$ cat config.mk
export PLATFORM = sky130hd
export DESIGN_NAME = ioctl_sink
export DESIGN_NICKNAME = d
export VERILOG_FILES = /design/src/rtl/ioctl_sink_pkg.sv /design/src/rtl/ioctl_sink_fifo.sv /design/src/rtl/ioctl_sink.sv
export SDC_FILE = /design/constraint.sdc
export NUM_CORES = 1
export LEC_CHECK = 0
export CELL_PAD_IN_SITES_DETAIL_PLACEMENT = 1
export CELL_PAD_IN_SITES_GLOBAL_PLACEMENT = 1
export CORE_MARGIN = 2
export CORE_UTILIZATION = 47
export CTS_BUF_LIST = sky130_fd_sc_hd__clkbuf_4 sky130_fd_sc_hd__clkbuf_8 sky130_fd_sc_hd__clkbuf_16
export DETAILED_ROUTE_END_ITERATION = 10
export PLACE_DENSITY_LB_ADDON = 0.1
export SYNTH_ARGS = -nofsm -noshare
export SYNTH_HDL_FRONTEND = slang
export SYNTH_HIERARCHICAL = 1
export SYNTH_SLANG_ARGS = --single-unit
$ cat constraint.sdc
create_clock -name clk_sys -period 12.64 [get_ports clk_sys]
set_clock_uncertainty 0.1 [all_clocks]
set_input_delay 2.528 -clock clk_sys [delete_from_list [all_inputs] [get_ports clk_sys]]
set_output_delay 2.528 -clock clk_sys [all_outputs]
set_load 0.05 [all_outputs]
$ cat src/rtl/ioctl_sink_pkg.sv
// Shared types and constants for the HPS ioctl download sink.
package ioctl_sink_pkg;

  localparam int IMG_BYTES_DEF   = 614400;
  localparam int ROM_BYTES_DEF   = 4096;
  localparam int FIFO_DEPTH_DEF  = 4;
  localparam int ACK_TIMEOUT_DEF = 63;

  localparam int ERR_OVF   = 0;
  localparam int ERR_RANGE = 1;
  localparam int ERR_TMO   = 2;

  typedef enum logic [2:0] {
    IDLE,
    SDRAM,
    WAIT_ACK,
    ROM,
    DROP
  } sink_state_t;

  typedef struct packed {
    logic [24:0] addr;
    logic [7:0]  data;
  } ioctl_beat_t;

endpackage

$ cat src/rtl/ioctl_sink_fifo.sv
// Small synchronous FIFO of {addr,data} beats; a sync clear may coincide with a push,
// in which case the pushed beat becomes the only entry.
module sink_fifo
  import ioctl_sink_pkg::*;
#(
  parameter int DEPTH = 4,
  localparam int AW = $clog2(DEPTH),
  localparam int CW = AW + 1
) (
  input  logic          clk,
  input  logic          rst,
  input  logic          clr,
  input  logic          push,
  input  logic          pop,
  input  ioctl_beat_t   din,
  output ioctl_beat_t   dout,
  output logic          full,
  output logic          empty,
  output logic [CW-1:0] count
);

  ioctl_beat_t   mem_q [DEPTH];
  logic [AW-1:0] wr_ptr_q, rd_ptr_q;
  logic [CW-1:0] count_q;
  logic          push_ok, pop_ok;
  logic [AW-1:0] wr_idx;

  assign full    = (count_q == CW'(DEPTH));
  assign empty   = (count_q == '0);
  assign count   = count_q;
  assign dout    = mem_q[rd_ptr_q];
  assign push_ok = push & (clr | ~full);
  assign pop_ok  = pop & ~empty & ~clr;
  assign wr_idx  = clr ? '0 : wr_ptr_q;

  always_ff @(posedge clk) begin
    if (push_ok) mem_q[wr_idx] <= din;
  end

  always_ff @(posedge clk or posedge rst) begin
    if (rst) begin
      wr_ptr_q <= '0;
      rd_ptr_q <= '0;
      count_q  <= '0;
    end else if (clr) begin
      wr_ptr_q <= push_ok ? AW'(1) : '0;
      rd_ptr_q <= '0;
      count_q  <= push_ok ? CW'(1) : '0;
    end else begin
      if (push_ok) wr_ptr_q <= wr_ptr_q + AW'(1);
      if (pop_ok)  rd_ptr_q <= rd_ptr_q + AW'(1);
      count_q <= count_q + CW'(push_ok) - CW'(pop_ok);
    end
  end

endmodule

$ cat src/rtl/ioctl_sink.sv
// Receiving end of the HPS ioctl download: buffers bytes, drains them to SDRAM or the
// ucom43 ROM-init port, and reports back-pressure, completion, checksum and sticky errors.
module ioctl_sink
  import ioctl_sink_pkg::*;
#(
  parameter int IMG_BYTES   = IMG_BYTES_DEF,
  parameter int ROM_BYTES   = ROM_BYTES_DEF,
  parameter int FIFO_DEPTH  = FIFO_DEPTH_DEF,
  parameter int ACK_TIMEOUT = ACK_TIMEOUT_DEF
) (
  input  logic        clk_sys,
  input  logic        reset,
  input  logic        ioctl_download,
  input  logic        ioctl_wr,
  input  logic [24:0] ioctl_addr,
  input  logic [7:0]  ioctl_dout,
  output logic        ioctl_wait,
  output logic [24:0] sdram_addr,
  output logic [7:0]  sdram_din,
  output logic        sdram_we,
  input  logic        sdram_ack,
  output logic        rom_we,
  output logic [11:0] rom_addr,
  output logic [7:0]  rom_data,
  output logic        done,
  output logic [7:0]  checksum,
  output logic [2:0]  err,
  output sink_state_t dbg_state
);

  localparam int CW = $clog2(FIFO_DEPTH) + 1;
  localparam int TW = $clog2(ACK_TIMEOUT + 1);
  localparam logic [24:0] IMG_END = 25'(IMG_BYTES);
  localparam logic [24:0] ROM_END = 25'(IMG_BYTES + ROM_BYTES);
  localparam logic [11:0] IMG_LO  = 12'(IMG_BYTES);

  sink_state_t   state_q, state_d;
  logic [TW-1:0] timer_q, timer_d;
  logic          dl_q, armed_q, armed_d, done_q, done_d, wait_q, wait_d;
  logic [7:0]    checksum_q, checksum_d;
  logic [2:0]    err_q, err_d, err_set;
  logic          sdram_we_q, sdram_we_d, rom_we_q, rom_we_d;
  logic [24:0]   sdram_addr_q, sdram_addr_d;
  logic [7:0]    sdram_din_q, sdram_din_d, rom_data_q, rom_data_d;
  logic [11:0]   rom_addr_q, rom_addr_d;

  logic          dl_rise, wr_ok, push, pop, ovf, fifo_full, fifo_empty;
  logic [CW-1:0] fifo_count;
  ioctl_beat_t   head;

  assign dl_rise = ioctl_download & ~dl_q;
  assign wr_ok   = ioctl_wr & ioctl_download;
  assign push    = wr_ok & (dl_rise | ~fifo_full);
  assign ovf     = wr_ok & ~dl_rise & fifo_full;

  sink_fifo #(.DEPTH(FIFO_DEPTH)) u_fifo (
    .clk   (clk_sys),
    .rst   (reset),
    .clr   (dl_rise),
    .push  (push),
    .pop   (pop),
    .din   ({ioctl_addr, ioctl_dout}),
    .dout  (head),
    .full  (fifo_full),
    .empty (fifo_empty),
    .count (fifo_count)
  );

  // Drain FSM; strobes and write payload are registered so they align with the state.
  always_comb begin
    state_d      = state_q;
    timer_d      = timer_q;
    pop          = 1'b0;
    err_set      = '0;
    sdram_addr_d = sdram_addr_q;
    sdram_din_d  = sdram_din_q;
    rom_addr_d   = rom_addr_q;
    rom_data_d   = rom_data_q;
    err_set[ERR_OVF] = ovf;
    case (state_q)
      IDLE: begin
        if (!fifo_empty && !dl_rise) begin
          pop = 1'b1;
          if (head.addr < IMG_END) begin
            state_d      = SDRAM;
            sdram_addr_d = head.addr;
            sdram_din_d  = head.data;
          end else if (head.addr < ROM_END) begin
            state_d    = ROM;
            rom_addr_d = head.addr[11:0] - IMG_LO;
            rom_data_d = head.data;
          end else begin
            state_d = DROP;
          end
        end
      end
      SDRAM: begin
        state_d = WAIT_ACK;
        timer_d = '0;
      end
      WAIT_ACK: begin
        if (sdram_ack) begin
          state_d = IDLE;
        end else if (timer_q == TW'(ACK_TIMEOUT)) begin
          state_d          = IDLE;
          err_set[ERR_TMO] = 1'b1;
        end else begin
          timer_d = timer_q + TW'(1);
        end
      end
      ROM:  state_d = IDLE;
      DROP: begin
        state_d            = IDLE;
        err_set[ERR_RANGE] = 1'b1;
      end
      default: state_d = IDLE;
    endcase
    sdram_we_d = (state_d == SDRAM);
    rom_we_d   = (state_d == ROM);
  end

  // Status: checksum, sticky errors, done tracking and wait hysteresis.
  always_comb begin
    checksum_d = (dl_rise ? 8'd0 : checksum_q) + (push ? ioctl_dout : 8'd0);
    err_d      = (dl_rise ? 3'd0 : err_q) | err_set;
    armed_d    = armed_q;
    done_d     = done_q;
    wait_d     = wait_q;
    if (dl_rise) begin
      armed_d = 1'b1;
      done_d  = 1'b0;
    end else if (armed_q && !ioctl_download && fifo_empty && state_q == IDLE) begin
      armed_d = 1'b0;
      done_d  = 1'b1;
    end
    if (fifo_count >= CW'(FIFO_DEPTH - 1)) wait_d = 1'b1;
    else if (fifo_count <= CW'(1))         wait_d = 1'b0;
  end

  always_ff @(posedge clk_sys or posedge reset) begin
    if (reset) begin
      state_q      <= IDLE;
      timer_q      <= '0;
      dl_q         <= 1'b0;
      armed_q      <= 1'b0;
      done_q       <= 1'b0;
      wait_q       <= 1'b0;
      checksum_q   <= '0;
      err_q        <= '0;
      sdram_we_q   <= 1'b0;
      rom_we_q     <= 1'b0;
      sdram_addr_q <= '0;
      sdram_din_q  <= '0;
      rom_addr_q   <= '0;
      rom_data_q   <= '0;
    end else begin
      state_q      <= state_d;
      timer_q      <= timer_d;
      dl_q         <= ioctl_download;
      armed_q      <= armed_d;
      done_q       <= done_d;
      wait_q       <= wait_d;
      checksum_q   <= checksum_d;
      err_q        <= err_d;
      sdram_we_q   <= sdram_we_d;
      rom_we_q     <= rom_we_d;
      sdram_addr_q <= sdram_addr_d;
      sdram_din_q  <= sdram_din_d;
      rom_addr_q   <= rom_addr_d;
      rom_data_q   <= rom_data_d;
    end
  end

  assign ioctl_wait = wait_q;
  assign sdram_addr = sdram_addr_q;
  assign sdram_din  = sdram_din_q;
  assign sdram_we   = sdram_we_q;
  assign rom_we     = rom_we_q;
  assign rom_addr   = rom_addr_q;
  assign rom_data   = rom_data_q;
  assign done       = done_q;
  assign checksum   = checksum_q;
  assign err        = err_q;
  assign dbg_state  = state_q;

endmodule

==> run_results.csv, run 1 <==
group,metric,value,unit
die,die_h,139.0,um
routing,drt_first_pass_iters,4,
clocking,clock_latency,500,ps
worst_setup_path,path_cells,"clkdlybuf4s50_1 > nand2_1 > a21oi_1 > and2_1 > ha_1 > inv_1 > fa_1 > nand2b_1 > a21boi_0 > o21a_1 > o311ai_0",
timing,rsz0062_at_grt,"false",
worst_setup_path,cp_max_fo,14,
worst_setup_path,start_kind,"input port",
clocking,htreeDepth,1,
clocking,cts_inserted_buffers,23,
worst_setup_path,critPathArrivalTime,5640,ps
run,drv_cap,0,
layout,nets,652,
layout,syn_to_final_growth,24.41,%
layout,n_fill_cell,1610,
synthesis,synth_fa_ha_area_frac,0.01927,
power_and_ir_drop,power_density,220.6,mW/mm^2
synthesis,syn_area,0.008571,mm^2
routing,final_antenna_net_count,0,
timing,drv_slew,0,
routing,drc_errors,0,
timing,fin_crit,5393,ps
synthesis,synthXorXnorAreaFrac,0.009781,
die,num_rows,49,
placed_design,place_congestion,0.7643,
global_routing,antenna_found_initial,0,
die,die_w,139.0,um
placed_design,place_area,0.009916,mm^2
worst_setup_path,critPathKind,"input port to flip-flop",
clocking,cts_tree,"done",
timing,hold_violations,0,
layout,n_antenna_cell,0,
worst_setup_path,cp-end-kind,"flip-flop",
synthesis,yosysTopAreaCell,"edfxtp_1",
timing,fmaxAchievable,185.4,MHz
timing,setup_viol,0,
clocking,cts_num_sinks,218,
placed_design,dpl.hpwl,11.26,mm
die,core,0.01790,mm^2
synthesis,synth_cell_types,50,
synthesis,synth_compound_area_frac,0.02847,
global_routing,grt-ovfl-total,0,
global_routing,track_usage,0.1871,
clocking,cts_buffer_depth,3,
routing,drt_iter0_drc,184,
global_routing,grt_first_pass_wirelength,28.32,mm
layout,multi_input_area,0.002305,mm^2
placed_design,io_buffer_count,108,
synthesis,synth_fp_nets,528,
timing,setup_tns,0,ps
clocking,cts_setup_buffers,0,
routing,wire_per_inst,20.84,um
global_routing,grt_pass1_vias,5142,
clocking,postCtsHoldBufs,0,
timing,tightestPinTransition,1214,ps
synthesis,synth.area.mux_share,0.1511,
clocking,cts_resized,0,
hold_path,hold_path_class,"flip-flop to flip-flop",
synthesis,synth-simple-area-share,0.05752,
routing,postRouteWirelength,17.65,mm
synthesis,ys_ff_latch,218,
power_and_ir_drop,static-leakage-power,4.105,nW
synthesis,synth_top_family_by_area,"multiplexers",
routing,vias_per_cell,5.391,
synthesis,ys_async_sr_fraction,0.3945,
synthesis,synth-seq-area-share,0.7136,
synthesis,synth_top_area_frac,0.4625,
die,ios,109,
layout,regArea,0.006118,mm^2
global_routing,grt_start_max_net_pins,80,
routing,num_vias,4566,
die,die_area,0.01933,mm^2
status,status,"complete, no violations",
layout,drive_gt1_frac,0.2298,
power_and_ir_drop,peakVddDrop,0.1193,mV
synthesis,avgSynthCellArea,17.93,um^2
timing,relSlewSlack,0.1819,
synthesis,synthTopCellsByArea,"edfxtp_1 (46%), dfrtp_1 (25%), mux4_2 (8.7%)",
worst_setup_path,cpPeakStageDelay,800,ps
synthesis,synth_edf_count,132,
clocking,clk_pin_slew,60,ps
layout,post-route-util,0.5956,
worst_setup_path,required,12890,ps
synthesis,yosys_most_used_dff,"edfxtp_1",
die,start_util,0.4788,
timing,post-route-period-util,0.4266,
worst_setup_path,worst_path_max_delay_cell,"a21oi_1",
layout,stdcell_area,0.01066,mm^2
synthesis,yosysWarnings,6,
synthesis,syn_inst,478,
clocking,root_buffer,"clkbuf_16",
==> layout by cell type (no fill, tap or decap), types with 6 or more instances in the layout <==
cell / count
nor2b_1: 6
clkbuf_16: 23
edfxtp_1: 132
a21oi_1: 6
o21ai_0: 6
nand2_1: 14
and2_1: 14
buf_4: 7
nand3_1: 8
dfrtp_1: 84
clkinv_2: 6
nor2_1: 17
clkdlybuf4s50_1: 108
ha_1: 10
inv_1: 17
nand2b_1: 6
mux4_2: 33
mux2_2: 46
clkbuf_4: 8
==> where the power goes <==
part | leakage (nW) | switching [mW] | internal [mW]
logic | 1.38 | 0.434 | 0.297
clock network | 0.381 | 0.260 | 0.400
registers | 2.34 | 0.0910 | 0.870
total | 4.10 | 0.785 | 1.57
==> sequential cells by signal, indices dropped and copies added (netlist names), 2 cells and up <==
register / count
sdram_addr: 25
timer_q: 6
rom_data: 8
err: 3
checksum: 8
u_fifo/wr_ptr_q: 2
sdram_din: 8
dbg_state: 3
rom_addr: 12
u_fifo/mem_q: 132
u_fifo/count: 3
u_fifo/rd_ptr_q: 2
==> logic make-up (layout without fill, tap and decap cells) <==
| kind of cell | count (synthesis) | count (layout) |
|---|---|---|
| compound gates | 34 | 34 |
| buf+inv | 35 | 175 |
| xor+xnor | 8 | 8 |
| fa+ha+maj | 12 | 12 |
| simple gates | 89 | 89 |
| flops | 218 | 218 |
| mux | 82 | 82 |
==> critical path, delay by kind of cell <==
| family | cells | cell delay (ps) |
|---|---|---|
| buffers and inverters | 2 | 610 |
| adders and majority gates | 2 | 580 |
| AOI/OAI and AO/OA | 4 | 1450 |
| and+or+nand+nor | 3 | 470 |
==> cell usage after synthesis (2+ instances only) <==
library cell / instances
mux2_2: 46
edfxtp_1: 132
buf_2: 4
buf_6: 3
mux2_1: 3
dfrtp_1: 86
or2_2: 2
fa_1: 2
a22o_1: 2
nand2b_1: 6
o311ai_0: 2
o211ai_1: 5
clkbuf_1: 5
and2_1: 14
o31ai_1: 2
xnor2_1: 3
or4_1: 5
buf_4: 4
ha_1: 10
a21oi_1: 6
nand2_1: 14
inv_1: 18
nor2_1: 18
o21ai_0: 6
mux4_2: 33
or3_1: 2
xor2_1: 4
nand3_1: 8
nor3_1: 7
nor2b_1: 6
==> stage by stage <==
step / setup WS (ps) / total power [mW] / cells / hold slack, ps
6_report: 7247 / 2.352 / 847 / 402.6
5_1_grt: 6995 / 2.460 / 847 / 413.9
4_1_cts: 7292 / 2.384 / 847 / 406.1
3_5_place_dp: 6782 / 1.718 / 806 / 392.0
3_3_place_gp: 6969 / 1.693 / 806 / 376.0
2_1_floorplan: 5598 / 1.468 / 478 / 378.2
==> worst paths after layout <==
check / from / depth (start not counted) / slack [ps] / end
worst max-delay path: ioctl_download / 11 / 7250 / checksum[6]$_DFF_PP0_
worst min-delay path: rom_addr[7]$_DFFE_PP0P_ / 1 / 400 / rom_addr[7]$_DFFE_PP0P_
worst max register to register: u_fifo/rd_ptr_q[1]$_DFFE_PP0P_ / 6 / 9030 / sdram_din[6]$_DFFE_PP0P_
worst min register to register: rom_addr[7]$_DFFE_PP0P_ / 1 / 400 / rom_addr[7]$_DFFE_PP0P_
max in group asynchronous: reset / 3 / 9130 / sdram_addr[9]$_DFFE_PP0P_
min in group asynchronous: reset / 2 / 2250 / u_fifo/rd_ptr_q[1]$_DFFE_PP0P_
==> metal layers <==
metal  track usage  wire [um]  vias up
li1              -          -     2073
met1        0.2410       7425     2371
met2        0.3293       9145       95
met3       0.02762        658       27
met4       0.06114        425        0
met5             0          0        -
==> layout make-up <==
class / count / area share
Inverter: 19 / 0.006806
Sequential cell: 218 / 0.5738
Clock inverter: 9 / 0.009153
Tap cell: 229 / 0.02687
Clock buffer: 32 / 0.06090
Timing Repair Buffer: 115 / 0.1063
Multi-Input combinational cell: 225 / 0.2161
No activity file was read; power rests on OpenSTA's default activity.
==> run 2, diff against run 1 <==
--- a/config.mk
+++ b/config.mk
@@ -8,7 +8,7 @@
 export CELL_PAD_IN_SITES_DETAIL_PLACEMENT = 1
 export CELL_PAD_IN_SITES_GLOBAL_PLACEMENT = 1
 export CORE_MARGIN = 2
-export CORE_UTILIZATION = 47
+export CORE_UTILIZATION = 42
 export CTS_BUF_LIST = sky130_fd_sc_hd__clkbuf_4 sky130_fd_sc_hd__clkbuf_8 sky130_fd_sc_hd__clkbuf_16
 export DETAILED_ROUTE_END_ITERATION = 10
 export PLACE_DENSITY_LB_ADDON = 0.1
==> constraint.sdc (replaced) <==
create_clock -name clk_sys -period 4.7 [get_ports clk_sys]
set_clock_uncertainty 0.1 [all_clocks]
set_input_delay 0.94 -clock clk_sys [delete_from_list [all_inputs] [get_ports clk_sys]]
set_output_delay 0.94 -clock clk_sys [all_outputs]
set_load 0.05 [all_outputs]
==> run 2 against run 1 <==
Power grew to 2.7 times the previous value. Global-route usage is 1.6 points lower. Largest power group unchanged. Highest routed layer unchanged. Hold slack worse by 2.9 ps. Register-to-register slack worse by 8000 ps. Clock power grew to 2.8 times the previous value. Sequential power grew to 2.7 times the previous value. Final cell count is 5.7% higher.
==> run_results.csv, run 2 (synthesis gave the netlist of run 1 again) <==
group,metric,value,unit
status,status,"complete, no violations",
timing,relSlewSlack,0.2531,
clocking,cts_tree,"done",
routing,drt_iter0_drc,221,
layout,n_fill_cell,1861,
clocking,cts_resized,0,
power_and_ir_drop,finalPower,6.433,mW
clocking,postCtsHoldBufs,0,
power_and_ir_drop,peakVddDrop,0.3016,mV
timing,fmaxAchievable,273.6,MHz
clocking,clock_latency,500,ps
die,die_h,146.9,um
global_routing,grt_start_max_net_pins,59,
routing,wire_per_inst,19.92,um
timing,fin_crit,3655,ps
layout,syn_to_final_growth,26.17,%
layout,final_cell_mix,"edfxtp_1 (132), clkdlybuf4s50_1 (108), dfrtp_1 (84)",
clocking,htreeDepth,1,
die,core,0.02010,mm^2
worst_setup_path,start_kind,"flip-flop",
routing,num_vias,4677,
routing,dr_wl_met2,9.141,mm
timing,setup_viol,0,
worst_setup_path,worst_path_max_delay_cell,"dfrtp_2",
timing,drv_slew,0,
timing,tightestPinTransition,1109,ps
routing,drt_first_pass_iters,4,
power_and_ir_drop,static-leakage-power,4.159,nW
global_routing,grt-ovfl-total,0,
worst_setup_path,critPathBufInv,1,
routing,top_layer,"met4",
clocking,cts_setup_buffers,0,
routing,drc_errors,0,
placed_design,place_congestion,0.7278,
layout,multi_input_area,0.002313,mm^2
worst_setup_path,r2r-start,"u_fifo/rd_ptr_q[0]$_DFFE_PP0P_",
routing,met1_length,7.733,mm
placed_design,dpl.hpwl,11.56,mm
run,drv_cap,0,
power_and_ir_drop,power_density,594.8,mW/mm^2
routing,final_antenna_net_count,0,
clocking,cts_buffer_depth,3,
die,die_area,0.02156,mm^2
worst_setup_path,cpPeakStageDelay,750,ps
routing,postRouteWirelength,17.83,mm
timing,hold_violations,0,
layout,largest_register_ffs,132,
hold_path,hold_path_class,"flip-flop to flip-flop",
clocking,cts_num_sinks,218,
routing,vias_per_cell,5.226,
layout,drive_gt1_frac,0.2384,
layout,nets,657,
global_routing,antenna_found_initial,0,
timing,rsz0062_at_grt,"false",
global_routing,grt_pass1_vias,5209,
layout,top_register,"u_fifo/mem_q",
worst_setup_path,critPathKind,"flip-flop to flip-flop",
die,num_rows,52,
global_routing,track_usage,0.1714,
die,die_w,146.9,um
layout,final_common_cell,"edfxtp_1",
worst_setup_path,required,4980,ps
routing,dr_wl_met3,611,um
global_routing,grt_first_pass_wirelength,29.03,mm
placed_design,io_buffer_count,108,
die,start_util,0.4263,
layout,n_antenna_cell,0,
timing,post-route-period-util,0.7776,
hold_path,worstHoldStart,"rom_addr[10]$_DFFE_PP0P_",
worst_setup_path,cp_max_fo,35,
worst_setup_path,critPathArrivalTime,3930,ps
worst_setup_path,critPathLaunch,"u_fifo/rd_ptr_q[0]$_DFFE_PP0P_",
clocking,cts_inserted_buffers,24,
clocking,root_buffer,"clkbuf_16",
layout,regArea,0.006118,mm^2
worst_setup_path,cp-end-kind,"flip-flop",
timing,setup_tns,0,ps
worst_setup_path,critical-path-top-delay-family,"multiplexers",
worst_setup_path,path_cells,"mux4_2 > or4_1 > a211oi_2 > nor3b_4 > buf_4 > mux2_2",
clocking,clk_pin_slew,60,ps
die,ios,109,
-- run 2: cell count changes in the layout (fill, tap and decap cells not counted) --
cell       before  now
clkinv_2        6    9
buf_4           7   11
inv_6           1    0
clkbuf_16      23   25
nor4_2          2    1
nor4_4          0    1
clkbuf_8        1    3
clkbuf_4        8    5
-- run 2: stage by stage --
| stage | cells | worst slack, ps | utilization | hold WS [ps] | instance area (um^2) |
|---|---|---|---|---|---|
| 5_1_grt | 895 | 838.9 | 0.5379 | 420.9 | 10810 |
| 6_report | 895 | 1045 | 0.5379 | 399.7 | 10810 |
| 3_3_place_gp | 851 | 783.2 | 0.4977 | 371.7 | 10010 |
| 3_5_place_dp | 851 | 633.8 | 0.4977 | 390.4 | 10010 |
| 4_1_cts | 895 | 956.1 | 0.5379 | 407.1 | 10810 |
| 2_1_floorplan | 478 | 112.9 | - | 378.2 | 8577 |
-- run 2: final timing paths --
kind                                             endpoint  slack [ps]  cells after the start
setup reg to reg                sdram_addr[1]$_DFFE_PP0P_        1050                      6
min in group asynchronous  u_fifo/wr_ptr_q[1]$_DFFE_PP0P_         630                      2
max in group asynchronous      sdram_addr[23]$_DFFE_PP0P_        2660                      3
setup / recovery                sdram_addr[1]$_DFFE_PP0P_        1050                      6
hold / removal                   rom_addr[10]$_DFFE_PP0P_         400                      1
hold reg to reg                  rom_addr[10]$_DFFE_PP0P_         400                      1
-- run 2: worst register-to-register path, delay by kind of cell, from the launching register on --
kind,cells,cell delay [ps]
AOI/OAI and AO/OA,1,390
buffers and inverters,1,480
DFF,1,750
muxes,2,1000
and+or+nand+nor,2,810
-- run 2: metal layers --
layer  global-route usage  up-vias
met5                    0        -
met4              0.04078        0
met3              0.02484       31
met2               0.2944      100
met1               0.2336     2461
li1                     -     2085
-- run 2: area by class of cell --
class | count | area share
multi-input combinational | 225 | 0.2139
inverter | 19 | 0.006711
tap | 270 | 0.03124
timing repair buffer | 119 | 0.1076
sequential | 218 | 0.5658
clock inverter | 11 | 0.009603
clock buffer | 33 | 0.06514
-- run 2: report_power, final --
| group | internal (mW) | switching [mW] | leakage, nW |
|---|---|---|---|
| Sequential | 2.34 | 0.211 | 2.34 |
| Clock | 1.16 | 0.712 | 0.414 |
| Combinational | 0.806 | 1.21 | 1.40 |
==> run 3, diff against run 2 <==
--- a/config.mk
+++ b/config.mk
@@ -8,7 +8,7 @@
 export CELL_PAD_IN_SITES_DETAIL_PLACEMENT = 1
 export CELL_PAD_IN_SITES_GLOBAL_PLACEMENT = 1
 export CORE_MARGIN = 2
-export CORE_UTILIZATION = 42
+export CORE_UTILIZATION = 47
 export CTS_BUF_LIST = sky130_fd_sc_hd__clkbuf_4 sky130_fd_sc_hd__clkbuf_8 sky130_fd_sc_hd__clkbuf_16
 export DETAILED_ROUTE_END_ITERATION = 10
 export PLACE_DENSITY_LB_ADDON = 0.1
==> constraint.sdc (replaced) <==
create_clock -name clk_sys -period 3.4 [get_ports clk_sys]
set_clock_uncertainty 0.1 [all_clocks]
set_input_delay 0.68 -clock clk_sys [delete_from_list [all_inputs] [get_ports clk_sys]]
set_output_delay 0.68 -clock clk_sys [all_outputs]
set_load 0.05 [all_outputs]
==> run 3 against run 2 <==
Register-to-register slack lost 730 ps. Via count shrank 0.13%. Sequential cell count is the same. Setup slack lost 730 ps. Clock power grew 40%. Sequential power grew 37%. Non-clock buffer count grew 10. Global-route usage grew 1.5 points. Routed wire length shrank 1.8%. Critical endpoint is now rom_data[6]$_DFFE_PP0P_.
==> run_results.csv, run 3 (synthesis gave the netlist of run 1 again) <==
group,metric,value,unit
clocking,clk_pin_slew,60,ps
worst_setup_path,crit_top_cell,"buf_4",
timing,holdWs,349.1,ps
timing,fmaxAchievable,323.8,MHz
worst_setup_path,start_kind,"flip-flop",
global_routing,antenna_found_initial,0,
timing,setup_viol,0,
hold_path,hold_path_class,"input port to async pin",
power_and_ir_drop,static-leakage-power,4.233,nW
clocking,clock_latency,510,ps
placed_design,place_congestion,0.7516,
worst_setup_path,cp-end-kind,"flip-flop",
worst_setup_path,cpPeakStageDelay,570,ps
die,start_util,0.4788,
worst_setup_path,critPathArrivalTime,3360,ps
routing,vias_per_cell,5.406,
routing,wire_per_inst,20.27,um
layout,multi_input_area,0.002313,mm^2
routing,drt_first_pass_iters,4,
timing,drv_slew,0,
placed_design,dpl.hpwl,11.61,mm
layout,stdcell_area,0.01091,mm^2
worst_setup_path,required,3670,ps
global_routing,grt_pass1_vias,5148,
layout,final_cell_mix,"edfxtp_1 (132), clkdlybuf4s50_1 (108), dfrtp_1 (84)",
timing,rsz0062_at_grt,"false",
clocking,htreeDepth,1,
layout,nets,667,
die,ios,109,
layout,n_fill_cell,1591,
global_routing,track_usage,0.1869,
die,core,0.01790,mm^2
worst_setup_path,cp_max_fo,21,
global_routing,met2_usage,0.3425,
global_routing,grt-ovfl-total,0,
die,num_rows,49,
clocking,cts_buffer_depth,3,
worst_setup_path,path_cells,"mux4_2 > or4_1 > a211oi_2 > buf_4 > nand4_1 > buf_4 > mux2_2",
layout,n_antenna_cell,0,
clocking,cts_setup_buffers,0,
routing,drc_errors,0,
timing,fin_crit,3088,ps
layout,syn_to_final_growth,27.33,%
die,die_w,139.0,um
clocking,cts_inserted_buffers,24,
layout,drive_gt1_frac,0.2520,
timing,tightestPinTransition,1235,ps
placed_design,io_buffer_count,108,
clocking,cts_num_sinks,218,
clocking,cts_tree,"done",
routing,drt_iter0_drc,201,
global_routing,grt_use_met3,0.02693,
placed_design,place_area,0.01008,mm^2
routing,num_vias,4671,
timing,relSlewSlack,0.1681,
power_and_ir_drop,peakVddDrop,0.4725,mV
routing,final_antenna_net_count,0,
clocking,postCtsHoldBufs,0,
worst_setup_path,worst_path_max_delay_cell,"or4_1",
layout,top_register,"u_fifo/mem_q",
global_routing,grt_busiest_layer,"met2",
routing,postRouteWirelength,17.51,mm
status,status,"complete, no violations",
die,die_h,139.0,um
clocking,cts_resized,0,
global_routing,grt_first_pass_wirelength,28.64,mm
timing,hold_violations,0,
global_routing,use_met1,0.2399,
power_and_ir_drop,power_density,822.5,mW/mm^2
clocking,root_buffer,"clkbuf_16",
worst_setup_path,critPathKind,"flip-flop to flip-flop",
die,die_area,0.01933,mm^2
layout,final_common_cell,"edfxtp_1",
run,drv_cap,0,
global_routing,grt_start_max_net_pins,68,
layout,largest_register_ffs,132,
timing,post-route-period-util,0.9082,
layout,regArea,0.006118,mm^2
## run 3: changes by cell type in the layout (fill, tap and decap cells not counted), sizes merged
cell    delta
clkinv     -3
clkbuf     +4
buf       +10
bufinv     -1
## run 3: through the flow
| step | utilization | cells | setup slack (ps) | power (mW) | TNS [ps] |
|---|---|---|---|---|---|
| after floorplan | - | 478 | -939.7 | 5.460 | -75840 |
| after global placement | 0.5630 | 820 | 86.14 | 6.373 | 0 |
| after detailed placement | 0.5630 | 820 | -5.423 | 6.453 | -5.435 |
| after CTS | 0.6096 | 864 | 263.3 | 9.104 | 0 |
| after global routing | 0.6096 | 864 | 92.79 | 9.386 | 0 |
| final | 0.6096 | 864 | 312.0 | 8.976 | 0 |
## run 3: final cells by class
| type | count | share of cell area |
|---|---|---|
| clock buffer | 37 | 0.07051 |
| clock inverter | 7 | 0.005847 |
| inverter | 19 | 0.006650 |
| multi-input combinational | 225 | 0.2120 |
| sequential | 218 | 0.5606 |
| tap | 229 | 0.02626 |
| timing repair buffer | 129 | 0.1181 |
## run 3: final timing paths
check | cells past startpoint | slack, ps | start | endpoint
hold / removal | 2 | 350 | reset | ioctl_wait$_DFFE_PP0P_
hold reg to reg | 1 | 390 | sdram_din[1]$_DFFE_PP0P_ | sdram_din[1]$_DFFE_PP0P_
max in group asynchronous | 3 | 2200 | reset | sdram_addr[6]$_DFFE_PP0P_
setup / recovery | 7 | 310 | u_fifo/rd_ptr_q[0]$_DFFE_PP0P_ | rom_data[6]$_DFFE_PP0P_
setup reg to reg | 7 | 310 | u_fifo/rd_ptr_q[0]$_DFFE_PP0P_ | rom_data[6]$_DFFE_PP0P_
min in group clk_sys | 1 | 390 | sdram_din[1]$_DFFE_PP0P_ | sdram_din[1]$_DFFE_PP0P_
## run 3: critical path: cells and delay by family, from the launching register on
family	cells	cell delay, ps
buffers and inverters	2	470
AND/OR/NAND/NOR	2	710
flip-flops	1	560
AO/OA/AOI/OAI	1	250
multiplexers	2	870
## run 3: report_power, final
| part | total, mW | switching (mW) | leakage, nW | internal (mW) |
|---|---|---|---|---|
| Clock | 2.62 | 0.978 | 0.424 | 1.64 |
| Sequential | 3.50 | 0.268 | 2.34 | 3.23 |
| Combinational | 2.86 | 1.71 | 1.47 | 1.16 |
## run 3: metal layers
metal | up-vias | routed length, um
met5 | - | 0
met2 | 94 | 9385
met3 | 28 | 575
met4 | 0 | 289
li1 | 2102 | -
met1 | 2447 | 7260
